`src/rtl/bitpack_pkg.sv`:
```
// Shared types and constants for the bitstream add/multiply accumulator:
// the run-control state encoding and the 16-bit LFSR width, taps and step.
package bitpack_pkg;

    typedef enum logic [1:0] {
        ST_IDLE = 2'd0,
        ST_RUN  = 2'd1,
        ST_DONE = 2'd2
    } state_t;

    localparam int LFSR_W = 16;

    // Fibonacci taps 16,14,13,11 -> bits 15,13,12,10
    localparam logic [LFSR_W-1:0] LFSR_TAPS = 16'hB400;

    function automatic logic [LFSR_W-1:0] lfsr_step(
        input logic [LFSR_W-1:0] s
    );
        return {s[LFSR_W-2:0], ^(s & LFSR_TAPS)};
    endfunction

endpackage

```
`src/rtl/bit_lfsr.sv`:
```
// 16-bit maximal-length Fibonacci LFSR, advances when i_adv is high.
// Ports: i_clk, i_rst_n (async, low), i_adv, o_state (current value).
module bit_lfsr
    import bitpack_pkg::*;
#(
    parameter logic [LFSR_W-1:0] SEED = 16'hACE1
) (
    input  logic              i_clk,
    input  logic              i_rst_n,
    input  logic              i_adv,
    output logic [LFSR_W-1:0] o_state
);

    logic [LFSR_W-1:0] r_state;

    always_ff @(posedge i_clk or negedge i_rst_n) begin
        if (!i_rst_n) begin
            r_state <= SEED;
        end else if (i_adv) begin
            r_state <= lfsr_step(r_state);
        end
    end

    assign o_state = r_state;

endmodule

```
`src/rtl/bit_addmul_acc.sv`:
```
// Stochastic bitstream multiply (AND) and scaled add (mux) with run counters.
// Ports: CLK, RSTN (async, low), START/LEN start a run of LEN valid cycles;
//   IN_VALID/A/SEL feed the bit path; PROD/AVG/BIT_VALID registered bits;
//   BUSY (RUN), DONE (counts valid) + OUT_READY; CNT_PROD, CNT_AVG counts.
// Macro BIT_ADDMUL_LFSR_SEL_EN: AVG select comes from an internal LFSR
//   instead of SEL (SEL is then ignored but still present).
module bit_addmul_acc
    import bitpack_pkg::*;
#(
    parameter int          N_IN  = 4,
    parameter int          LEN_W = 8,
    parameter logic [15:0] SEED  = 16'hACE1
) (
    input  logic                    CLK,
    input  logic                    RSTN,
    input  logic                    START,
    input  logic [LEN_W-1:0]        LEN,
    input  logic                    IN_VALID,
    input  logic [N_IN-1:0]         A,
    input  logic [$clog2(N_IN)-1:0] SEL,
    output logic                    PROD,
    output logic                    AVG,
    output logic                    BIT_VALID,
    output logic                    BUSY,
    output logic                    DONE,
    input  logic                    OUT_READY,
    output logic [LEN_W-1:0]        CNT_PROD,
    output logic [LEN_W-1:0]        CNT_AVG
);

    localparam int SEL_W = $clog2(N_IN);

    if (N_IN < 2 || N_IN > 16 || (N_IN & (N_IN - 1)) != 0) begin : g_bad_n_in
        $error("bit_addmul_acc: N_IN must be a power of two in 2..16");
    end

    if (SEED == 16'h0000) begin : g_bad_seed
        $error("bit_addmul_acc: SEED must be non-zero");
    end

    logic [SEL_W-1:0] w_idx;

`ifdef BIT_ADDMUL_LFSR_SEL_EN
    logic [LFSR_W-1:0] w_lfsr;
    logic              w_unused;

    bit_lfsr #(
        .SEED (SEED)
    ) u_lfsr (
        .i_clk   (CLK),
        .i_rst_n (RSTN),
        .i_adv   (IN_VALID),
        .o_state (w_lfsr)
    );

    assign w_idx    = w_lfsr[SEL_W-1:0];
    assign w_unused = ^{SEL, w_lfsr[LFSR_W-1:SEL_W]};
`else
    assign w_idx = SEL;
`endif

    logic w_pbit;
    logic w_abit;

    assign w_pbit = &A;
    assign w_abit = A[w_idx];

    logic r_prod;
    logic r_avg;
    logic r_bv;

    always_ff @(posedge CLK or negedge RSTN) begin
        if (!RSTN) begin
            r_prod <= 1'b0;
            r_avg  <= 1'b0;
            r_bv   <= 1'b0;
        end else begin
            r_bv <= IN_VALID;
            if (IN_VALID) begin
                r_prod <= w_pbit;
                r_avg  <= w_abit;
            end
        end
    end

    state_t           r_state;
    state_t           w_state_nxt;
    logic [LEN_W-1:0] r_rem;
    logic [LEN_W-1:0] w_rem_nxt;
    logic [LEN_W-1:0] r_cp;
    logic [LEN_W-1:0] w_cp_nxt;
    logic [LEN_W-1:0] r_ca;
    logic [LEN_W-1:0] w_ca_nxt;
    logic             w_load;

    // A new run may begin from IDLE, or straight out of DONE when the
    // counts are being accepted in the same cycle.
    assign w_load = START &
                    ((r_state == ST_IDLE) ||
                     ((r_state == ST_DONE) && OUT_READY));

    always_comb begin
        w_state_nxt = r_state;
        w_rem_nxt   = r_rem;
        w_cp_nxt    = r_cp;
        w_ca_nxt    = r_ca;
        if (w_load) begin
            w_rem_nxt   = LEN;
            w_cp_nxt    = '0;
            w_ca_nxt    = '0;
            w_state_nxt = (LEN != '0) ? ST_RUN : ST_DONE;
        end else begin
            case (r_state)
                ST_RUN: begin
                    if (IN_VALID) begin
                        w_cp_nxt  = r_cp + LEN_W'(w_pbit);
                        w_ca_nxt  = r_ca + LEN_W'(w_abit);
                        w_rem_nxt = r_rem - LEN_W'(1);
                        if (r_rem == LEN_W'(1)) begin
                            w_state_nxt = ST_DONE;
                        end
                    end
                end
                ST_DONE: begin
                    if (OUT_READY) begin
                        w_state_nxt = ST_IDLE;
                    end
                end
                ST_IDLE: begin
                    w_state_nxt = ST_IDLE;
                end
                default: begin
                    w_state_nxt = ST_IDLE;
                end
            endcase
        end
    end

    always_ff @(posedge CLK or negedge RSTN) begin
        if (!RSTN) begin
            r_state <= ST_IDLE;
            r_rem   <= '0;
            r_cp    <= '0;
            r_ca    <= '0;
        end else begin
            r_state <= w_state_nxt;
            r_rem   <= w_rem_nxt;
            r_cp    <= w_cp_nxt;
            r_ca    <= w_ca_nxt;
        end
    end

    assign PROD      = r_prod;
    assign AVG       = r_avg;
    assign BIT_VALID = r_bv;
    assign BUSY      = (r_state == ST_RUN);
    assign DONE      = (r_state == ST_DONE);
    assign CNT_PROD  = r_cp;
    assign CNT_AVG   = r_ca;

endmodule

```
`config.mk`:
```
export PLATFORM = sky130hd
export DESIGN_NAME = bit_addmul_acc
export DESIGN_NICKNAME = d
export VERILOG_FILES = /design/src/rtl/bitpack_pkg.sv /design/src/rtl/bit_lfsr.sv /design/src/rtl/bit_addmul_acc.sv
export SDC_FILE = /design/constraint.sdc
export NUM_CORES = 1
export LEC_CHECK = 0
export CELL_PAD_IN_SITES_DETAIL_PLACEMENT = 2
export CELL_PAD_IN_SITES_GLOBAL_PLACEMENT = 2
export CORE_AREA = 2 2 73 75
export CTS_CLUSTER_DIAMETER = 50
export DETAILED_ROUTE_END_ITERATION = 6
export DIE_AREA = 0 0 75 77
export GPL_ROUTABILITY_DRIVEN = 0
export PLACE_DENSITY = 0.87
export SYNTH_ARGS = -nofsm -noshare
export SYNTH_HDL_FRONTEND = slang
export SYNTH_SLANG_ARGS = --single-unit
export TNS_END_PERCENT = 1
```
`constraint.sdc`:
```
create_clock -name CLK -period 3.65 [get_ports CLK]
set_input_delay 0.73 -clock CLK [delete_from_list [all_inputs] [get_ports CLK]]
set_output_delay 0.73 -clock CLK [all_outputs]
set_load 0.05 [all_outputs]
```
==> results.md, run 1 <==
Yosys:
- In this run the cell area of the synthesized design comes to 1520 um^2.
- The number of flops mapped to enable cells by yosys is 0.
- In the synthesized netlist the dominant register cell turns out to be sky130_fd_sc_hd__dfrtp_1.
- Synthesis instantiated 36 different standard cells from the library.
- The biggest area contributor in the post-synthesis netlist is sky130_fd_sc_hd__dfrtp_1.
- The synthesized netlist cell count is 155.
- The number of warnings reported in the yosys synthesis log is 0.
- The net count after synthesis is 180.
- In the post-synthesis netlist, the biggest area contributors are sky130_fd_sc_hd__dfrtp_1, sky130_fd_sc_hd__xor2_1, sky130_fd_sc_hd__nand2_1.
- For this run, the register share of the synthesized area comes to 47.8%.
- The top cell type by area accounts for 47.8% of the synthesized area.
- The number of flip-flops and latches in the synthesized netlist is 29.
- The mean instance size in the synthesized netlist is 9.79 um^2.
- The proportion of synthesized flip-flops having asynchronous set or reset is 100%.

Worst setup path:
- The data arrival at the endpoint of the critical path is 1.95 ns.
- The largest single stage delay on the critical path is 0.82 ns.
- The worst register-to-register path has a setup slack of 1.87 ns.
- On the critical path, the stage with the largest delay is an instance of sky130_fd_sc_hd__clkdlybuf4s50_1.
- The required arrival time at the worst endpoint is 2.92 ns.
- The maximum fanout encountered on the critical timing path is 7.
- Traced cell by cell, the critical path runs through or2b_1, inv_1, clkdlybuf4s50_1.
- The worst setup path is captured at a primary output.
- The cell family with the largest share of critical-path delay is buffers and inverters.
- The category of the critical setup timing path is register to primary output.
- The count of buffer and inverter cells on the critical path is 2.
- The worst setup path is launched from a register.

Clock tree:
- The clock latency reported for the late side of the worst-skew pair is 0.28 ns.
- The library cell used as clock root buffer is sky130_fd_sc_hd__clkbuf_8.
- The number of H-tree branching levels is 2.
- In this run the deepest clock path goes through 2 buffers.
- In this run, post-CTS repair resized a total of 0 instances.
- The number of buffers added to fix hold violations after cts is 0.
- The clock edge transition at the registers on the reported setup and hold paths is 0.07 ns.
- In this run the post-CTS setup repair buffer count came out at 0.
- In this run, CTS created clock tree buffers numbering 5.
- TritonCTS built the clock tree.
- The number of clock sinks is 29.

Power and ir drop:
- The leakage power of the design is 0.876 nW.
- The share of total power dissipated in combinational logic is 36.4%.
- The switching share of power is 39.0%.
- The internal power contribution is 0.803 mW.
- For this design the ratio of total power to cell area is 625 nW/um^2.
- Sequential cells account for 37.0% of the total power.
- VDD sags by at most 0.261 mV.
- The clock network accounts for 26.6% of the total power.
- The analysis attributes to net switching a power of 0.514 mW.

Floorplanning:
- The die covers 5780 um^2.
- The initial utilization of the core area, before any placement, comes to 30.5%.
- The area of the core region is 4980 um^2.
- The die boundary width is 75 um.
- The floorplan step set the die height to 77 um.
- Pin placement for this block handled 40 I/O pins.
- The site row count is 26.

Cells and area:
- The repair_antennas step left the layout with diodes totalling 0.
- Cells with a size suffix above 1 make up 7.50% of the layout.
- In the layout the commonest cells are sky130_fd_sc_hd__clkdlybuf4s50_1, sky130_fd_sc_hd__dfrtp_1, sky130_fd_sc_hd__nand2_1, sky130_fd_sc_hd__nor2_1.
- The final net count is 224.
- The area growth from synthesis to layout is 38.9%.
- Once layout is complete, the cells apart from fillers number 270.
- The most frequent standard cell in the layout excluding fill and tap cells is sky130_fd_sc_hd__clkdlybuf4s50_1.

STA:
- At the pin with the least slew margin, the transition time is 0.514 ns.
- Measured against its own limit, the worst slew margin works out to 65.6%.
- The number of max-slew violations in the final report is 0.
- Setup violations remaining at the end of the flow were counted as 0.
- In the final timing run, aggregate negative setup slack is 0 ns.
- For the finished layout, the period the worst path requires is 2.68 ns.
- Setup repair after global routing left no endpoint under its margin.
- The final number of hold-violating endpoints came to 0.
- The clock skew after layout is 0.00419 ns.
- Derived from the worst setup path, the maximum achievable clock frequency is 373 MHz.
- Of the available clock period, the critical path in the final layout requires 73.4%.

Routing:
- The detailed router placed 1369 vias in this run.
- The number of iterations in the first detailed-routing pass is 4.
- The vias per cell is 5.07.
- For this block, the routed nets add up to 4.61 mm of wire.
- For this block, the initial DRC count from the detailed router was 16.
- After detailed routing, the average wire length per cell comes to 17.1 um.
- The DRC violation count after routing is 0.
- The number of nets still failing antenna checks after routing is 0.

Place:
- After legalization and detailed placement, the total HPWL measured 3.24 mm.
- In this run, placement finished with an instance count of 262.
- The count of port buffers added during placement is 39.

Global routing:
- The number of global-route vias before repair is 1477.
- The first-pass GRT wire length is 7.55 mm.
- The number of antenna violations at the first check in global routing is 0.
- The total routing resource utilization after global routing is 17.3%.
- Entering global routing, the biggest net connects 30 pins.
- The aggregate global routing overflow is 0.

Worst hold path:
- The class of the tightest hold or removal check is register to register.

Run status:
- The flow ran to the end, and the final reports show no timing, DRC or antenna violations.

Flow run:
- The total of max-cap violations is 0.
-- layer usage --
| metal | global-route usage, % | routed length (um) |
|---|---|---|
| met1 | 20.6 | 1930 |
| met2 | 30.2 | 2460 |
| met3 | 4.20 | 152 |
| met4 | 4.64 | 63 |
| met5 | 0 | 0 |
-- stage by stage --
stage | hold slack, ns | util (%) | instance area, um^2 | worst slack [ns] | power, mW
floorplan | 0.434 | - | 1520 | 1.65 | 0.785
global placement | 0.499 | 40.0 | 1990 | 1.07 | 0.938
detailed placement | 0.505 | 40.0 | 1990 | 0.985 | 0.960
CTS | 0.521 | 42.4 | 2110 | 0.952 | 1.33
global route | 0.536 | 42.4 | 2110 | 0.918 | 1.39
finish | 0.510 | 42.4 | 2110 | 0.970 | 1.32
-- worst paths after layout --
kind                             startpoint     endpoint  depth (start not counted)
worst min-delay path            CNT_PROD[5]  CNT_PROD[5]                          1
worst max register to register   r_state[0]   r_state[0]                          4
min in group asynchronous              RSTN         PROD                          2
max in group asynchronous              RSTN     r_rem[0]                          2
worst max-delay path             r_state[0]         BUSY                          3
worst min register to register  CNT_PROD[5]  CNT_PROD[5]                          1
-- power by group through the flow --
stage / clock network [mW] / logic (mW) / registers, mW
final: 0.350 / 0.479 / 0.487
after CTS: 0.355 / 0.485 / 0.489
after detailed placement: 0 / 0.468 / 0.491
after global routing: 0.370 / 0.524 / 0.497
after global placement: 0 / 0.452 / 0.485
after floorplan: 0 / 0.222 / 0.563
-- worst reg2reg max path, delay by kind of cell (launching register included) --
kind	cells	cell delay (ns)
flops	1	0.46
simple gates	2	0.79
compound gates	2	0.41
-- cell type report --
type | count | area (um^2)
Timing Repair Buffer | 42 | 413
Inverter | 3 | 11.3
Fill cell | 544 | 2870
Clock buffer | 7 | 86.3
Multi-Input combinational cell | 118 | 754
Clock inverter | 1 | 30.0
Tap cell | 70 | 87.6
Sequential cell | 29 | 726
-- logic make-up after synthesis --
family	count (synthesis)	share of synthesized area, %
buffers and inverters	8	2.47
muxes	3	2.97
xor gates and xnor gates	13	7.50
and+or+nand+nor	70	24.2
DFF	29	47.8
adders and majority gates	6	4.95
AOI/OAI and AO/OA	26	10.1
-- registers in the layout, indices dropped and copies added, names as in the netlist --
signal / flops
CNT_PROD: 8
r_rem: 8
BIT_VALID: 1
AVG: 1
r_state: 2
CNT_AVG: 8
PROD: 1
-- synth_stat cells (2+ instances only) --
cell / instances
sky130_fd_sc_hd__o21ai_0: 11
sky130_fd_sc_hd__mux2_2: 2
sky130_fd_sc_hd__nand2_1: 21
sky130_fd_sc_hd__dfrtp_1: 29
sky130_fd_sc_hd__o31ai_1: 3
sky130_fd_sc_hd__buf_2: 3
sky130_fd_sc_hd__ha_1: 6
sky130_fd_sc_hd__nand4_1: 4
sky130_fd_sc_hd__and4_1: 3
sky130_fd_sc_hd__xnor2_1: 2
sky130_fd_sc_hd__and2_1: 2
sky130_fd_sc_hd__a21oi_1: 7
sky130_fd_sc_hd__and4b_1: 2
sky130_fd_sc_hd__nor4_1: 3
sky130_fd_sc_hd__or4_1: 2
sky130_fd_sc_hd__inv_1: 3
sky130_fd_sc_hd__nand3_1: 11
sky130_fd_sc_hd__nor2_1: 13
sky130_fd_sc_hd__xor2_1: 11
Power figures use the tool's default switching activity.
==> run 2: changes to the inputs <==
CORE_AREA = 2 2 80 82   (was 2 2 73 75)
DIE_AREA = 0 0 82 84   (was 0 0 75 77)
PLACE_DENSITY = 0.78   (was 0.87)
clock period = 2.45 ns   (was 3.65 ns; I/O delays follow)
==> run 2 against run 1 <==
Via count decreased by 2.6%. Global-route usage down 4.0 points. Critical path depth decreased by 1. Sequential power is 48% higher. Non-clock buffer count unchanged. Worst hold slack better by 0.0030 ns. Clock skew decreased by 0.0013 ns. Register-to-register slack got worse by 1.1 ns. Combinational power grew 47%. Routed wire length down 10%. Sequential cell count unchanged. Sequential share of layout area grew 0.52 points. Largest power group unchanged.
==> results.md, run 2 (synthesis gave the netlist of run 1 again) <==
Power and ir drop:
- The switching share of power was 41.1% (+2.1 points).
- The highest ir drop seen on vdd is 0.375 mV (+44%).
- The clock network fraction of design power is 20.2% (-6.4 points).
- The combinational share of power is 39.4% (+3.0 points).
- The power density over the cells is 858 nW/um^2 (+37%).
- The internal power contribution is 1.05 mW (+31%).
- The sequential cell fraction of total power is 40.4% (+3.4 points).
- The switching power total is 0.733 mW (+43%).
- The leakage power of the design is 0.859 nW (-1.9%).

Worst setup path:
- The maximum fanout encountered on the critical timing path is 7 (unchanged).
- The signal on the critical path passes through nor2b_1, clkdlybuf4s50_1.
- The nature of the critical path endpoint is a primary output.
- The kind of start point of the critical path is a register.
- The register-to-register setup slack was 0.80 ns (-1.07 ns).
- The slowest stage of the critical path is the sky130_fd_sc_hd__clkdlybuf4s50_1 cell.
- The required arrival time at the worst endpoint is 1.96 ns (-0.96 ns).
- The worst setup path is of the register to primary output kind.
- The peak per-stage delay on the critical path was 0.81 ns (about the same).
- The data arrival at the endpoint of the critical path is 1.67 ns (-0.28 ns).

STA:
- Setup repair after global routing left no endpoint under its margin.
- The clock skew after layout was 0.00287 ns (-0.00132 ns).
- The count of final setup violators came to 0 (unchanged).
- The post-route fraction of the period consumed by the critical path is 88.2%.
- For this run, the top clock speed supported by timing is 463 MHz.
- The setup TNS is 0 ns (unchanged).
- The final number of hold-violating endpoints came to 0 (unchanged).
- The actual slew at the worst max-slew pin is 0.511 ns (-0.00283 ns).
- The normalized max-slew margin is 65.8% (+0.19 points).
- The number of max-slew violations in the final report was 0 (unchanged).
- The worst path needs 2.16 ns of the cycle, external delays included.

Global routing:
- The number of global-route vias before repair is 1451 (-1.8%).
- The busiest metal layer after global routing is met2.
- The maximum number of pins on one net before global-route repair is 30 (unchanged).
- The met1 layer usage reported by global route came to 17.6% (-2.9 points).
- The global routing met3 resource utilization is 3.35% (-0.85 points).
- The first-pass GRT wire length is 7.02 mm (-7.0%).
- The aggregate global routing overflow was 0 (unchanged).
- The total routing resource utilization after global routing is 13.3% (-4.0 points).
- The number of antenna violations at the first check in global routing is 0 (unchanged).
- The met2 demand-to-capacity share in global routing is 20.8% (-9.3 points).

Floorplanning:
- The height of the die is 84 um (+9.1%).
- The die boundary width came to 82 um (+9.3%).
- The initial standard-cell utilization of the core is 24.9% (-5.6 points).
- The site row count is 29 (+12%).
- The die area was 6890 um^2 (+19%).
- The number of top-level pins is 40 (unchanged).
- The area of the core region came to 6100 um^2 (+22%).

Cells and area:
- The final net count is 224 (unchanged).
- Leaving out fill and tap cells, the most frequent cell in the layout is sky130_fd_sc_hd__clkdlybuf4s50_1.
- From synthesis to final layout, the design area changed by 36.9%.
- The fraction of final layout cells with drive strength greater than 1 is 7.07% (-0.43 points).
- The top cell types in the final layout, fill and taps aside, are sky130_fd_sc_hd__clkdlybuf4s50_1, sky130_fd_sc_hd__dfrtp_1, sky130_fd_sc_hd__nand2_1, sky130_fd_sc_hd__nor2_1.
- The final core utilization came to 34.1% (-8.3 points).
- The number of antenna diodes is 0 (unchanged).
- The final cell count without fillers is 275 (+1.9%).

Place:
- The count of port buffers added during placement is 39 (unchanged).
- The total placed cells including tap cells was 269 (+2.7%).
- The post-detailed-placement half-perimeter wirelength is 3.06 mm (-5.8%).

Worst hold path:
- The class of the tightest hold or removal check is register to register.

Clock tree:
- The maximum clock path buffer count is 2 (unchanged).
- TritonCTS built the clock tree.
- The number of clock sinks is 29 (unchanged).
- The number of H-tree branching levels is 2 (unchanged).
- The clock latency reported for the late side of the worst-skew pair came to 0.27 ns (about the same).
- The tree is rooted in a sky130_fd_sc_hd__clkbuf_8.
- The post-CTS setup buffer count is 0 (unchanged).
- The number of buffers added to fix hold violations after cts was 0 (unchanged).
- The number of CTS-inserted buffers is 5 (unchanged).
- The clock edge transition at the registers on the reported setup and hold paths is 0.06 ns (about the same).

Routing:
- The DRC violation count after routing is 0 (unchanged).
- The average wire length per cell after detail routing is 15.0 um (-12%).
- The number of iterations in the first detailed-routing pass is 4 (unchanged).
- The number of nets still failing antenna checks after routing is 0 (unchanged).
- The vias per cell was 4.85 (-4.4%).
- The violation count after the first detailed-routing iteration is 28 (+12).
- The routed wire length came to 4.14 mm (-10%).
- The via count is 1333 (-2.6%).

Flow run:
- The total of max-cap violations is 0 (unchanged).

Run status:
- The flow ran to the end, and the final reports show no timing, DRC or antenna violations.
[run 2: cell count changes in the layout (fill, tap and decap cells not counted)]
cell                              delta
sky130_fd_sc_hd__bufinv_16           -1
sky130_fd_sc_hd__clkbuf_1            -1
sky130_fd_sc_hd__clkbuf_8            -1
sky130_fd_sc_hd__clkdlybuf4s50_1     -1
sky130_fd_sc_hd__clkinv_2            +1
sky130_fd_sc_hd__dlymetal6s2s_1      +1
[run 2: area by class of cell]
type,instances,area (um^2)
Clock buffer,5,68.8
Clock inverter,1,5.00
Fill cell,699,4020
Inverter,3,11.3
Multi-Input combinational cell,118,754
Sequential cell,29,726
Tap cell,77,96.3
Timing Repair Buffer,42,415
[run 2: path summary, 6_finish.rpt]
check,startpoint,to,cells after the start
min in group asynchronous,RSTN,CNT_AVG[2],2
max,r_state[0],DONE,2
max reg2reg,r_state[0],CNT_AVG[5],4
min reg2reg,PROD,PROD,1
min,PROD,PROD,1
max in group asynchronous,RSTN,CNT_AVG[1],2
[run 2: repair_timing]
item,4_1_cts,5_1_grt
endpoints found under the hold margin,0,0
gates resized for setup,0,1
setup endpoints to repair,0,1
[run 2: through the flow]
stage | power (mW) | setup slack, ns | cell area (um^2) | hold slack (ns)
floorplan | 1.17 | 0.690 | 1520 | 0.194
global placement | 1.40 | 0.104 | 2000 | 0.489
detailed placement | 1.43 | 0.0668 | 2000 | 0.504
CTS | 1.81 | 0.0363 | 2070 | 0.519
global route | 1.92 | 0.206 | 2080 | 0.537
finish | 1.78 | 0.290 | 2080 | 0.513
[run 2: routing by layer]
metal | wire length [um] | up-vias | share of wire, %
met1 | 1930 | 652 | 47
met2 | 1970 | 36 | 48
met4 | 42 | 0 | 1.0
li1 | - | 640 | -
met3 | 197 | 5 | 4.8
met5 | 0 | - | 0
[run 2: worst max-delay path: cells and delay by family (launching register included)]
kind          cells  cell delay, ns
simple gates      1            0.14
buf+inv           1            0.81
flops             1            0.44
[run 2: power groups by stage]
stage / combinational (mW) / clock (mW) / sequential (mW)
after global placement: 0.676 / 0 / 0.723
final: 0.702 / 0.360 / 0.719
after floorplan: 0.331 / 0 / 0.839
after detailed placement: 0.704 / 0 / 0.730
after global routing: 0.774 / 0.399 / 0.743
after CTS: 0.716 / 0.376 / 0.721
